--- config.mk ---
export PLATFORM = sky130hd
export DESIGN_NAME = rect_draw_scheduler
export DESIGN_NICKNAME = d
export VERILOG_FILES = /design/src/rtl/rect_draw_scheduler_pkg.sv /design/src/rtl/rect_draw_scheduler_rr_arbiter.sv /design/src/rtl/rect_draw_scheduler.sv
export SDC_FILE = /design/constraint.sdc
export NUM_CORES = 1
export LEC_CHECK = 0
export BUFFER_PORTS_ARGS = -buffer_cell sky130_fd_sc_hd__buf_2
export CELL_PAD_IN_SITES_DETAIL_PLACEMENT = 0
export CELL_PAD_IN_SITES_GLOBAL_PLACEMENT = 2
export CORE_UTILIZATION = 26
export DETAILED_ROUTE_END_ITERATION = 6
export GPL_ROUTABILITY_DRIVEN = 0
export GPL_TIMING_DRIVEN = 0
export PLACE_DENSITY = 0.93
export RECOVER_POWER = 25
export SLEW_MARGIN = 10
export SYNTH_ARGS = -nofsm -noshare
export SYNTH_HDL_FRONTEND = slang
export SYNTH_SLANG_ARGS = --single-unit
--- constraint.sdc ---
create_clock -name clk -period 6.2 [get_ports clk]
set_clock_uncertainty 0.2 [all_clocks]
set_input_delay 1.24 -clock clk [delete_from_list [all_inputs] [get_ports clk]]
set_output_delay 1.24 -clock clk [all_outputs]
set_load 0.005 [all_outputs]
--- src/rtl/rect_draw_scheduler_pkg.sv ---
// rect_draw_scheduler_pkg: shared FSM state encoding, default widths and a
// pointer-width helper for the rectangle draw scheduler.
// The optional watchdog is enabled with the RECT_SCHED_TIMEOUT_EN macro.
package rect_draw_scheduler_pkg;

  typedef enum logic [1:0] {
    ST_IDLE = 2'd0,
    ST_DRAW = 2'd1,
    ST_DONE = 2'd2
  } sched_state_t;

  localparam int DEF_N_REQ = 3;
  localparam int DEF_X_W   = 10;
  localparam int DEF_Y_W   = 9;
  localparam int DEF_COL_W = 3;
`ifdef RECT_SCHED_TIMEOUT_EN
  localparam int DEF_TIMEOUT_CYCLES = 131072;
`endif

  // Bits needed to hold values 0..n-1 (at least one bit).
  function automatic int ptr_w(input int n);
    return (n > 1) ? $clog2(n) : 1;
  endfunction

endpackage

--- src/rtl/rect_draw_scheduler_rr_arbiter.sv ---
// rect_draw_scheduler_rr_arbiter: combinational round-robin pick.
// The search starts at ptr and wraps from N_REQ-1 back to 0; the first
// pending requester wins and is reported one-hot and as an index.
module rect_draw_scheduler_rr_arbiter
  import rect_draw_scheduler_pkg::*;
#(
  parameter int N_REQ = DEF_N_REQ,
  localparam int PW   = ptr_w(N_REQ)
) (
  input  logic [N_REQ-1:0] req,
  input  logic [PW-1:0]    ptr,
  output logic [N_REQ-1:0] grant,
  output logic [PW-1:0]    grant_idx,
  output logic             grant_any
);

  // Walk the requesters in priority order starting at ptr.
  always_comb begin
    int cand;
    cand      = 0;
    grant     = '0;
    grant_idx = '0;
    grant_any = 1'b0;
    for (int k = 0; k < N_REQ; k++) begin
      cand = int'(ptr) + k;
      if (cand >= N_REQ) cand = cand - N_REQ;
      if (!grant_any && req[cand]) begin
        grant[cand] = 1'b1;
        grant_idx   = PW'(cand);
        grant_any   = 1'b1;
      end
    end
  end

endmodule

--- src/rtl/rect_draw_scheduler.sv ---
// rect_draw_scheduler: shares one rectangle drawer between N_REQ painters.
// A round-robin winner is accepted in IDLE, its rectangle and colour are
// latched and driven to the drawer until rd_done, then the owner gets a
// one-cycle req_done pulse.
// Optional watchdog: define RECT_SCHED_TIMEOUT_EN to abort draws that run
// TIMEOUT_CYCLES without rd_done and raise the sticky timeout_err flag.
//
// state | meaning
// IDLE  | waiting for a request; req_ready shows the round-robin winner
// DRAW  | rd_en high, latched rectangle driven until rd_done (or watchdog)
// DONE  | one-cycle req_done to the owner, round-robin pointer advances
module rect_draw_scheduler
  import rect_draw_scheduler_pkg::*;
#(
  parameter int N_REQ = DEF_N_REQ,
  parameter int X_W   = DEF_X_W,
  parameter int Y_W   = DEF_Y_W,
  parameter int COL_W = DEF_COL_W
`ifdef RECT_SCHED_TIMEOUT_EN
  ,
  parameter int TIMEOUT_CYCLES = DEF_TIMEOUT_CYCLES
`endif
) (
  input  logic                   clk,
  input  logic                   resetn,
  input  logic [N_REQ-1:0]       req_valid,
  input  logic [N_REQ*X_W-1:0]   req_x,
  input  logic [N_REQ*Y_W-1:0]   req_y,
  input  logic [N_REQ*X_W-1:0]   req_w,
  input  logic [N_REQ*X_W-1:0]   req_h,
  input  logic [N_REQ*COL_W-1:0] req_colour,
  output logic [N_REQ-1:0]       req_ready,
  output logic [N_REQ-1:0]       req_done,
  output logic                   rd_en,
  output logic [X_W-1:0]         rd_x,
  output logic [Y_W-1:0]         rd_y,
  output logic [X_W-1:0]         rd_w,
  output logic [X_W-1:0]         rd_h,
  input  logic                   rd_done,
  output logic [COL_W-1:0]       vga_colour,
  output logic                   busy
`ifdef RECT_SCHED_TIMEOUT_EN
  ,
  output logic                   timeout_err
`endif
);

  localparam int PW = ptr_w(N_REQ);
  localparam logic [N_REQ-1:0] ONE_HOT0 = N_REQ'(1);

  sched_state_t     state;
  logic [PW-1:0]    rr_ptr;
  logic [PW-1:0]    owner;
  logic [N_REQ-1:0] grant;
  logic [PW-1:0]    grant_idx;
  logic             grant_any;
  logic [X_W-1:0]   sel_x;
  logic [Y_W-1:0]   sel_y;
  logic [X_W-1:0]   sel_w;
  logic [X_W-1:0]   sel_h;
  logic [COL_W-1:0] sel_col;

`ifdef RECT_SCHED_TIMEOUT_EN
  localparam int TW = ptr_w(TIMEOUT_CYCLES);
  logic [TW-1:0] tmo_cnt;
`endif

  rect_draw_scheduler_rr_arbiter #(
    .N_REQ(N_REQ)
  ) u_arb (
    .req       (req_valid),
    .ptr       (rr_ptr),
    .grant     (grant),
    .grant_idx (grant_idx),
    .grant_any (grant_any)
  );

  // Winner's fields, picked straight from the packed request buses.
  assign sel_x   = req_x[grant_idx*X_W +: X_W];
  assign sel_y   = req_y[grant_idx*Y_W +: Y_W];
  assign sel_w   = req_w[grant_idx*X_W +: X_W];
  assign sel_h   = req_h[grant_idx*X_W +: X_W];
  assign sel_col = req_colour[grant_idx*COL_W +: COL_W];

  // Accept is only offered while idle; the handshake completes on the edge.
  assign req_ready = (state == ST_IDLE) ? grant : '0;

  // Scheduler FSM with latched drawer fields and registered status outputs.
  always_ff @(posedge clk or negedge resetn) begin
    if (!resetn) begin
      state      <= ST_IDLE;
      rr_ptr     <= '0;
      owner      <= '0;
      req_done   <= '0;
      rd_en      <= 1'b0;
      rd_x       <= '0;
      rd_y       <= '0;
      rd_w       <= '0;
      rd_h       <= '0;
      vga_colour <= '0;
      busy       <= 1'b0;
`ifdef RECT_SCHED_TIMEOUT_EN
      tmo_cnt     <= '0;
      timeout_err <= 1'b0;
`endif
    end else begin
      req_done <= '0;
      case (state)
        ST_IDLE: begin
          if (grant_any) begin
            owner      <= grant_idx;
            rd_x       <= sel_x;
            rd_y       <= sel_y;
            rd_w       <= sel_w;
            rd_h       <= sel_h;
            vga_colour <= sel_col;
            busy       <= 1'b1;
            // An empty rectangle has nothing to plot, so skip the drawer.
            if (sel_w == '0 || sel_h == '0) begin
              state    <= ST_DONE;
              req_done <= grant;
            end else begin
              state <= ST_DRAW;
              rd_en <= 1'b1;
`ifdef RECT_SCHED_TIMEOUT_EN
              tmo_cnt <= TW'(TIMEOUT_CYCLES - 1);
`endif
            end
          end
        end
        ST_DRAW: begin
`ifdef RECT_SCHED_TIMEOUT_EN
          tmo_cnt <= tmo_cnt - 1'b1;
          if (rd_done || tmo_cnt == '0) begin
            if (!rd_done) timeout_err <= 1'b1;
`else
          if (rd_done) begin
`endif
            state    <= ST_DONE;
            rd_en    <= 1'b0;
            req_done <= ONE_HOT0 << owner;
          end
        end
        ST_DONE: begin
          state  <= ST_IDLE;
          busy   <= 1'b0;
          rr_ptr <= (owner == PW'(N_REQ - 1)) ? '0 : owner + PW'(1);
        end
        default: begin
          state <= ST_IDLE;
          rd_en <= 1'b0;
          busy  <= 1'b0;
        end
      endcase
    end
  end

endmodule
# Word-level counts from Yosys, hierarchy flattened
# Cells that the tools add are included.
[classes]
addsub = 6
n_mul = 3
magnitude_cmp = 9
eq_ne = 6
n_shift = 6
muxes = 43
n_bitwise = 4
n_reduce_logical = 15
[op_table]
columns = ["cell", "n"]
rows = [
  ["$ge 32x1->1 const B", 3],
  ["$lt 32x4->1 const B", 3],
  ["$mux 32", 3],
  ["$shiftx 30x7->10", 3],
  ["$ge 32x3->1 const B", 2],
  ["$sub 32x3->32 const B", 2],
  ["$shiftx 27x7->9", 1],
  ["$mux 3", 7],
  ["$logic_not 10->1", 2],
  ["$mux 1", 16],
  ["$mux 2", 7],
  ["$shiftx 9x5->3", 1],
  ["$bmux 1 s2", 3],
  ["$demux 1 s2", 3],
  ["$mul 2x4->6 const B", 1],
  ["$ne 2x2->1 const B", 3],
  ["$or 3x3->3", 2],
  ["$pmux 3 s2", 1],
  ["$reduce_and 2->1", 3],
  ["$logic_and 1x1->1", 5],
  ["$mul 2x3->5 const B", 1],
  ["$eq 2x2->1 const B", 2],
  ["$mul 2x2->4 const B", 1],
  ["$pmux 2 s2", 1],
  ["other kinds (14)", 16],
]
[totals]
reg_bits = 53
in_bits = 132
out_inout_bits = 50
elab_cells = 103

# Longest topological paths before layout
# Gate-level depths: netlist (run 1).
[depth]
depth_word = 19
mapped_depth = 14
mapped_depth_nobuf = 11

# Hierarchy
# Synthesis (run 1) repeated with hierarchy kept, for this count alone.
[unflattened]
cells_unflattened = 369
hier_area_um2 = 3249.4
[modules_own_cells]
columns = ["module", "n_inst", "cells_each", "area_each_um2", "seq_area_each_um2"]
rows = [
  ["rect_draw_scheduler", 1, 317, 2867.8, 1326.3],
  ["rect_draw_scheduler_rr_arbiter", 1, 52, 381.6, 0.0],
]

# Least setup slack after synthesis (run 1)
# No wires, ideal clock.
[synth_path]
kind = "input-to-output"
start = "input req_valid[2]"
end = "output req_ready[2]"
t_arrival_ns = 2.489
required_ns = 4.760
slack_ns = 2.271
cell_stages = 6
n_path_buf = 1
path_cell_list = "or2b_1 mux2i_2 o31ai_1 clkbuf_1 or3_1 inv_1"
[synth_via]
elab_chain_len = 11
elab_cells_between_ends = 21
cone_classes = "mux: 15; bitwise: 2; reduce/logical: 4"
[synth_rtl]
columns = ["element", "line", "rtl"]
rows = [
  ["start, declared", "rect_draw_scheduler.sv:26", "input logic [N_REQ-1:0] req_valid,"],
  ["$bmux 1 s2", "rect_draw_scheduler_rr_arbiter.sv:27", "if (!grant_any && req[cand]) begin"],
  ["$mux 1 (not written as such) (2 in series)", "rect_draw_scheduler_rr_arbiter.sv:27", ""],
  ["$mux 1", "rect_draw_scheduler_rr_arbiter.sv:27", ""],
  ["$logic_not 1->1", "rect_draw_scheduler_rr_arbiter.sv:27", ""],
  ["$logic_and 1x1->1", "rect_draw_scheduler_rr_arbiter.sv:27", ""],
  ["$mux 1", "rect_draw_scheduler_rr_arbiter.sv:27", ""],
  ["$logic_not 1->1", "rect_draw_scheduler_rr_arbiter.sv:27", ""],
  ["$logic_and 1x1->1", "rect_draw_scheduler_rr_arbiter.sv:27", ""],
  ["$mux 3 *", "rect_draw_scheduler_rr_arbiter.sv:27", ""],
  ["$mux 3 *", "rect_draw_scheduler.sv:86", "assign req_ready = (state == ST_IDLE) ? grant : '0;"],
  ["end, declared", "rect_draw_scheduler.sv:32", "output logic [N_REQ-1:0] req_ready,"],
]
# Mark *: on every way between the ends. The rest lies on a longest branch, timed or not. The select of a mux whose other input is x is not followed.

# Worst setup path after layout (run 1)
[layout_path]
start = "input req_valid[1]"
end = "output req_ready[2]"
# Same word-level chain as after synthesis.

==> flow_metrics.tcl, run 1 <==
set metrics [dict create \
    synth_commonest_cells "56 x nand2_1, 53 x dfrtp_1, 45 x o21ai_0, 43 x mux2i_1, 39 x nor2_1" \
    cp_top_family "buffers and inverters" \
    whs_ns 0.273 \
    r2r_start "rr_ptr[1]" \
    reg2reg_depth 14 \
    drive_above_1_share 0.396 \
    fill_cells 1311 \
    die_x_um 114 \
    failed_checks "capacitance limit, slew limit" \
    cp.arrival_ns 3.01 \
    crit_path_max_fanout 10 \
    ys.flop_type "dfrtp_1" \
    r2r_end "rd_en" \
    grt_pass1_vias 3242 \
    dp_hpwl_um 8250 \
    dp_slack_ns 1.71 \
    nNetsFinal 688 \
    rsz0062_at_grt "false" \
    post-route-period-util 0.718 \
    yosys.area.top_type "dfrtp_1" \
    synth-edff-count 0 \
    vias_per_cell 4.56 \
    finalPower_mw 2.69 \
    syn_inst 364 \
    rows 40 \
    clockBufferDepth 2 \
    max-cap-violations 1 \
    detail_route.wl_per_cell_um 14.6 \
    ff_latch_area_um2 1330 \
    grt_start_max_net_pins 54 \
    hold_end "rd_h[5]" \
    clock-root-buffer "clkbuf_16" \
    powerDensity_nw_per_um2 596 \
    synthesis.area_um2 3250 \
    ys_seq_area_frac 0.408 \
    diodes 0 \
    regToRegSetupSlack_ns 2.37 \
    status "complete, but fails checks" \
    clk_latency_ns 0.29 \
    cts_tree "built" \
    avgSynthCellArea_um2 8.93 \
    endpoint_kind "output pin" \
    crit_path_top_delay_cell "clkbuf_1" \
    place_inst 713 \
    fmax_mhz 225 \
    switching_share 0.473 \
    tightestPinTransition_ns 3.05 \
    cts.repair.resized 0 \
    critPathLaunchType "input pin" \
    initialDrtViolationCount 121 \
    netlist_top_cells_area "dfrtp_1 41%, mux2i_1 13%, o21ai_0 6.9%" \
    multi_input_comb_area_um2 1760 \
    post_dp_cell_area_um2 4370 \
    grt_pass1_wl_um 16400 \
    synth-seq-cells 53 \
    firstDrtPassIters 4 \
    p_comb_frac 0.666 \
    cp.required_ns 4.76 \
    portBuffers 181 \
    holdBufCountCts 0 \
    finalInstanceArea_um2 4510 \
    crit_top_cell "buf_2" \
    clkSinkCount 53 \
    critical_path_buf_inv_count 4 \
    critPathMaxStageDelay_ns 0.40 \
    htreeDepth 2 \
    setup_viol 0 \
    report.final.slew_viol_count 54 \
    die_y_um 114 \
    holdPathStages 2 \
    post-route-util 0.372 \
    timing.final.crit_period_ns 4.45 \
    ir_drop_uv 236 \
    switching_power_mw 1.27 \
    core-area_um2 12100 \
    ioPinCount 182 \
    antenna_found_initial 0 \
    yosysMostFrequentCell "nand2_1" \
    numCtsBuffers 5 \
    hp-class "reg -> reg" \
    ys_async_sr_fraction 1.00 \
    die-area_um2 12900 \
    timing.critical_path.cells "buf_2 > mux2i_1 > mux2i_2 > o31ai_1 > clkbuf_1 > or3_1 > inv_1 > buf_2" \
    seq_power_share 0.226 \
    yosysWarnings 0 \
    fin_tns_setup_ns 0 \
    final-instance-count-excl-fill 721 \
    crit_type "in -> out" \
    grt.total_usage 0.163 \
    clk_pin_slew_worst_paths_ns 0.07 \
    drc_errors 0 \
    start_util 0.268 \
    syn_nets 500 \
    setup_slack_ns 1.75 \
    post-cts-setup-buffers 0 \
    synth_cell_types 47 \
    drtAntennaViolNets 0 \
    vias 3287 \
    synth_top_area_frac 0.408 \
    p_clk_frac 0.108 \
    hold_start "rd_h[5]" \
    slew-limit-headroom -1.04 \
    finalWirelength_um 10500 \
    area_growth_syn_to_layout_pct 38.7 \
    intPower_mw 1.42 \
    grt_overflow 0 \
    hold_viol_final 0 \
    p_leak_nw 2.33 \
]
## power by group through the flow
stage / clock network [mW] / registers [mW] / logic, mW
2_1_floorplan: 0 / 0.621 / 1.22
3_3_place_gp: 0 / 0.606 / 1.80
3_5_place_dp: 0 / 0.613 / 1.82
4_1_cts: 0.297 / 0.608 / 1.82
5_1_grt: 0.313 / 0.630 / 2.01
6_report: 0.290 / 0.606 / 1.79
## layer usage
layer,vias up,share of wire,track usage
met5,-,0,0
met4,0,0.0066,0.0320
met3,8,0.062,0.0377
met2,124,0.49,0.291
met1,1500,0.44,0.203
li1,1655,-,-
## final cells by class
| cell class | instances | area share |
|---|---|---|
| Timing Repair Buffer | 181 | 0.201 |
| Multi-Input combinational cell | 280 | 0.390 |
| Inverter | 7 | 0.00583 |
| Tap cell | 168 | 0.0466 |
| Clock buffer | 6 | 0.0286 |
| Clock inverter | 2 | 0.00333 |
| Buffer | 24 | 0.0308 |
| Sequential cell | 53 | 0.294 |
## state kept, by name (all words and copies together), names as in the netlist, 3 cells and up
name / count
rd_h: 10
rd_w: 10
rd_x: 10
rd_y: 9
req_done: 3
vga_colour: 3
## cells in the final DEF (no fill, tap or decap), types with 2 or more instances in the layout
| cell type | instances |
|---|---|
| dfrtp_1 | 53 |
| clkbuf_16 | 5 |
| o21ai_1 | 4 |
| nor2b_1 | 2 |
| o221ai_1 | 2 |
| nor2_1 | 39 |
| a21o_1 | 2 |
| buf_2 | 185 |
| a21oi_1 | 33 |
| clkbuf_1 | 13 |
| or2_1 | 2 |
| or3_1 | 2 |
| nand3b_1 | 4 |
| buf_6 | 3 |
| o31ai_1 | 3 |
| ha_1 | 4 |
| clkinvlp_4 | 2 |
| nand2_1 | 56 |
| mux2_2 | 14 |
| mux2i_1 | 43 |
| inv_1 | 6 |
| a211oi_1 | 2 |
| buf_1 | 3 |
| nor4_1 | 2 |
| o21ai_0 | 45 |
## worst min-delay path, stage by stage (launching register included)
cell     delay [ns]
dfrtp_1        0.34
nand2_1        0.05
nand2_1        0.05
## cells by family (layout without fill, tap and decap cells)
kind of cell	Yosys count	in the layout	share of synthesized area
AOI/OAI and AO/OA	104	104	0.190
adders and majority gates	4	4	0.0154
buffers and inverters	31	220	0.0508
DFF	53	53	0.408
muxes	58	58	0.185
and+or+nand+nor	114	114	0.151
## worst max-delay path by stage
stage	from	end	slack [ns]	cells past startpoint
after floorplan	req_valid[2]	req_ready[2]	2.27	6
after global placement	req_valid[1]	req_ready[2]	1.71	8
after detailed placement	req_valid[1]	req_ready[2]	1.71	8
after CTS	req_valid[1]	req_ready[2]	1.71	8
after global routing	req_valid[1]	req_ready[2]	1.55	8
final	req_valid[1]	req_ready[2]	1.75	8
(Power assumes the default switching activity.)
==> inputs of run 2 (changes only) <==
Settings changed: CORE_UTILIZATION 26 to 24, PLACE_DENSITY 0.93 to 0.87.
Clock period 6.2 ns to 4.45 ns, I/O delays scaled along.
==> run 2 against run 1 <==
Effect of this change:
- sequential power grew 40%
- worst setup slack lost 1.2 ns
- largest power group unchanged
- sequential share of layout area shrank 0.36 points
- non-clock buffer count is the same
- register-to-register slack lost 1.8 ns
- clock power grew 75%
- wire length grew 2.9%
- critical endpoint unchanged
- largest cell class unchanged
- highest routed layer unchanged
- first-iteration DRC count shrank 14%
- power grew 44%
- count of clock-buffer cells in the layout shrank 1
- the run still ends with capacitance limit, slew limit left
- final cell count grew 1.1%
- flip-flop and latch count is the same
==> flow_metrics.tcl, run 2 (same netlist as run 1, synthesis figures left out) <==
set metrics [dict create \
    status "complete, but fails checks" \
    failed_checks "capacitance limit, slew limit" \
    powerDensity_nw_per_um2 847 \
    core-area_um2 13200 \
    final-instance-count-excl-fill 729 \
    setup_viol 0 \
    holdBufCountCts 0 \
    layout_commonest_cell "buf_2" \
    grt_start_max_net_pins 54 \
    cp.arrival_ns 2.84 \
    cp.required_ns 3.36 \
    clock-root-buffer "clkbuf_16" \
    dp_slack_ns 0.367 \
    crit_path_max_fanout 10 \
    finalPower_mw 3.87 \
    drc_errors 0 \
    drive_above_1_share 0.398 \
    post-route-period-util 0.883 \
    hp-class "reg -> reg" \
    timing.final.crit_period_ns 3.93 \
    finalWirelength_um 10900 \
    layout_common_cells "185 x buf_2, 56 x nand2_1, 53 x dfrtp_1" \
    grt.total_usage 0.160 \
    start_util 0.245 \
    drtAntennaViolNets 0 \
    vias_per_cell 4.60 \
    tightestPinTransition_ns 3.13 \
    dp_hpwl_um 8470 \
    die_y_um 118 \
    fill_cells 1433 \
    post-cts-setup-buffers 0 \
    grt_pass1_wl_um 17600 \
    clk_pin_slew_worst_paths_ns 0.07 \
    grt_overflow 0 \
    portBuffers 181 \
    ioPinCount 182 \
    numCtsBuffers 5 \
    crit_type "reg -> out" \
    nNetsFinal 688 \
    report.final.slew_viol_count 54 \
    clkSinkCount 53 \
    reg_top3 "rd_h x10, rd_w x10, rd_x x10" \
    area_growth_syn_to_layout_pct 40.5 \
    ir_drop_uv 273 \
    cts_tree "built" \
    post-route-util 0.345 \
    die_x_um 118 \
    clk_latency_ns 0.29 \
    die-area_um2 14000 \
    vias 3351 \
    cts.repair.resized 0 \
    rows 42 \
    critPathLaunchType "flop" \
    max-cap-violations 1 \
    antenna_found_initial 0 \
    hold_viol_final 0 \
    p_leak_nw 2.36 \
    setup_slack_ns 0.521 \
    htreeDepth 2 \
    rsz0062_at_grt "false" \
    firstDrtPassIters 4 \
    place_inst 721 \
    slew-limit-headroom -1.09 \
    initialDrtViolationCount 104 \
    diodes 0 \
    fin_tns_setup_ns 0 \
    grt_pass1_vias 3444 \
    endpoint_kind "output pin" \
    fmax_mhz 254 \
    clockBufferDepth 2 \
    detail_route.wl_per_cell_um 14.9 \
]
-- run 2: cell count changes in the layout (fill, tap and decap cells not counted) --
cell,delta
clkinv_2,+1
bufinv_16,+2
clkinvlp_4,-2
clkbuf_1,-1
-- run 2: report_power, final --
group          leakage, nW  internal (mW)  switching, mW
registers            0.652          0.728          0.123
logic                 1.62           1.04           1.47
clock network       0.0938          0.322          0.185
-- run 2: routing by layer --
layer,track usage,part of all wire
met1,0.200,0.45
met2,0.275,0.47
met3,0.0420,0.077
met4,0.0337,0.0037
met5,0,0
-- run 2: final timing paths --
check / cells past startpoint / slack, ns / to / start
max: 10 / 0.52 / req_ready[2] / rr_ptr[1]
min: 2 / 0.28 / rd_y[7] / rd_y[7]
max reg2reg: 14 / 0.59 / rd_en / rr_ptr[1]
min reg2reg: 2 / 0.28 / rd_y[7] / rd_y[7]
max in group asynchronous: 1 / 0.86 / req_done[0] / resetn
min in group asynchronous: 1 / 1.43 / rd_y[0] / resetn
-- run 2: per-stage QoR --
stage	hold WS, ns	instance area, um2
after floorplan	0.270	3250
after global placement	0.257	4380
after detailed placement	0.269	4380
after CTS	0.286	4570
after global routing	0.302	4560
final	0.280	4560
-- run 2: final cells by class --
type / count / area (um2) / area share
multi-input combinational: 280 / 1760 / 0.385
clock buffer: 5 / 125 / 0.0274
sequential: 53 / 1330 / 0.291
buffer: 24 / 139 / 0.0304
tap: 176 / 220 / 0.0482
clock inverter: 3 / 65.1 / 0.0143
inverter: 7 / 26.3 / 0.00576
timing repair buffer: 181 / 905 / 0.198
-- run 2: worst max-delay path: stages (launching register included) --
cell and delay (ns):
dfrtp_1 0.40, inv_1 0.10, ha_1 0.16, buf_6 0.14
mux2i_1 0.32, mux2i_2 0.19, o31ai_1 0.46, clkbuf_1 0.42
or3_1 0.22, inv_1 0.04, buf_2 0.12
==> inputs of run 3 (changes only) <==
Settings changed: RECOVER_POWER 25 to default.
==> run 3 against run 2 <==
Effect of this change:
- worst setup slack hardly changed
- critical path type unchanged
- core utilization hardly changed
- sequential power hardly changed
- wire length hardly changed
- final cell count stayed put
- combinational power hardly changed
- the run now ends clean
- count of clock-buffer cells in the layout stayed put
- non-clock buffer count stayed put
- die area stayed put
==> flow_metrics.tcl, run 3 (same netlist as run 1, synthesis figures left out) <==
set metrics [dict create \
    status "completed" \
    slew-limit-headroom 0.508 \
    htreeDepth 2 \
    layout_common_cells "185 x buf_2, 56 x nand2_1, 53 x dfrtp_1" \
    met2_usage 0.275 \
    detail_route.wl_per_cell_um 14.9 \
    finalWirelength_um 10900 \
    antenna_found_initial 0 \
    holdBufCountCts 0 \
    cp.arrival_ns 2.84 \
    area_growth_syn_to_layout_pct 40.6 \
    place_inst 721 \
    cp.required_ns 3.36 \
    post-route-util 0.345 \
    post-route-period-util 0.883 \
    timing.critical_path.cells "inv_1 > ha_1 > buf_6 > mux2i_1 > mux2i_2 > o31ai_1 > clkbuf_1 > or3_1 > inv_1 > buf_2" \
    tightestPinTransition_ns 0.737 \
    cts_tree "built" \
    ioPinCount 182 \
    grt_overflow 0 \
    layout_commonest_cell "buf_2" \
    clk_pin_slew_worst_paths_ns 0.07 \
    powerDensity_nw_per_um2 846 \
    hp-class "reg -> reg" \
    fmax_mhz 254 \
    dp_slack_ns 0.367 \
    critical_path_buf_inv_count 5 \
    hold_viol_final 0 \
    drc_errors 0 \
    crit_path_max_fanout 10 \
    setup_viol 0 \
    grt_util_met1 0.200 \
    ir_drop_uv 273 \
    firstDrtPassIters 4 \
    portBuffers 181 \
    grt_pass1_vias 3444 \
    drive_above_1_share 0.400 \
    crit_top_cell "inv_1" \
    rows 42 \
    critPathLaunchType "flop" \
    die_x_um 118 \
    timing.final.crit_period_ns 3.93 \
    fin_tns_setup_ns 0 \
    endpoint_kind "output pin" \
    final-instance-count-excl-fill 729 \
    clk_latency_ns 0.29 \
    start_util 0.245 \
    report.final.slew_viol_count 0 \
    grt_busiest_layer "met2" \
    die_y_um 118 \
    crit_path_top_delay_cell "o31ai_1" \
    fill_cells 1431 \
    dp_hpwl_um 8470 \
    post-cts-setup-buffers 0 \
    core-area_um2 13200 \
    nNetsFinal 688 \
    vias 3351 \
    reg_top3 "rd_h x10, rd_w x10, rd_x x10" \
    grt_pass1_wl_um 17600 \
    cts.repair.resized 0 \
    p_leak_nw 2.37 \
    diodes 0 \
    max-cap-violations 0 \
    die-area_um2 14000 \
    vias_per_cell 4.60 \
    met3_usage 0.0420 \
    drtAntennaViolNets 0 \
    initialDrtViolationCount 104 \
    clock-root-buffer "clkbuf_16" \
    crit_type "reg -> out" \
    critPathMaxStageDelay_ns 0.46 \
    numCtsBuffers 5 \
    cp_top_family "buffers and inverters" \
    setup_slack_ns 0.521 \
    rsz0062_at_grt "false" \
    clockBufferDepth 2 \
    clkSinkCount 53 \
    grt_start_max_net_pins 54 \
    grt.total_usage 0.160 \
]
## run 3: cell count changes in the layout (fill, tap and decap cells not counted)
cell	delta
clkbuf_1	-1
buf_4	+1
## run 3: worst paths after layout
path	startpoint	endpoint	slack, ns	depth (start not counted)
setup / recovery	rr_ptr[1]	req_ready[2]	0.52	10
hold / removal	rd_y[7]	rd_y[7]	0.28	2
setup reg to reg	rr_ptr[1]	rd_en	0.59	14
hold reg to reg	rd_y[7]	rd_y[7]	0.28	2
max in group asynchronous	resetn	req_done[0]	3.11	1
min in group asynchronous	resetn	rd_y[0]	0.46	1
## run 3: cell type report
class                      count  area, um2  share of cell area
buffer                        24        139              0.0304
multi-input combinational    280       1760               0.385
inverter                       7       26.3             0.00575
tap                          176        220              0.0482
clock buffer                   5        125              0.0274
timing repair buffer         181        908               0.199
sequential                    53       1330               0.290
clock inverter                 3       65.1              0.0142
## run 3: power breakdown
part | internal (mW) | switching (mW)
clock | 0.322 | 0.185
combinational | 1.04 | 1.47
sequential | 0.728 | 0.123
## run 3: layer usage
layer  share of wire  vias up  routed length [um]
met5               0        -                   0
met4          0.0037        0                  40
met3           0.077        2                 835
met2            0.47      143                5060
met1            0.45     1553                4920
li1                -     1653                   -
## run 3: metrics by stage
stage	power, mW	instance area [um2]	hold WS (ns)
after floorplan	2.56	3250	0.270
after global placement	3.36	4380	0.257
after detailed placement	3.41	4380	0.269
after CTS	3.93	4570	0.286
after global routing	4.23	4570	0.302
final	3.87	4570	0.280
## run 3: worst register-to-register path: stages (launching register included)
cell,delay [ns]
dfrtp_1,0.40
inv_1,0.10
ha_1,0.16
buf_6,0.14
mux2i_1,0.32
mux2i_2,0.19
a311oi_2,0.32
or2_1,0.17
buf_6,0.17
buf_2,0.34
mux2i_1,0.26
nor2_1,0.08
a211oi_1,0.30
a32oi_2,0.29
a22o_1,0.31
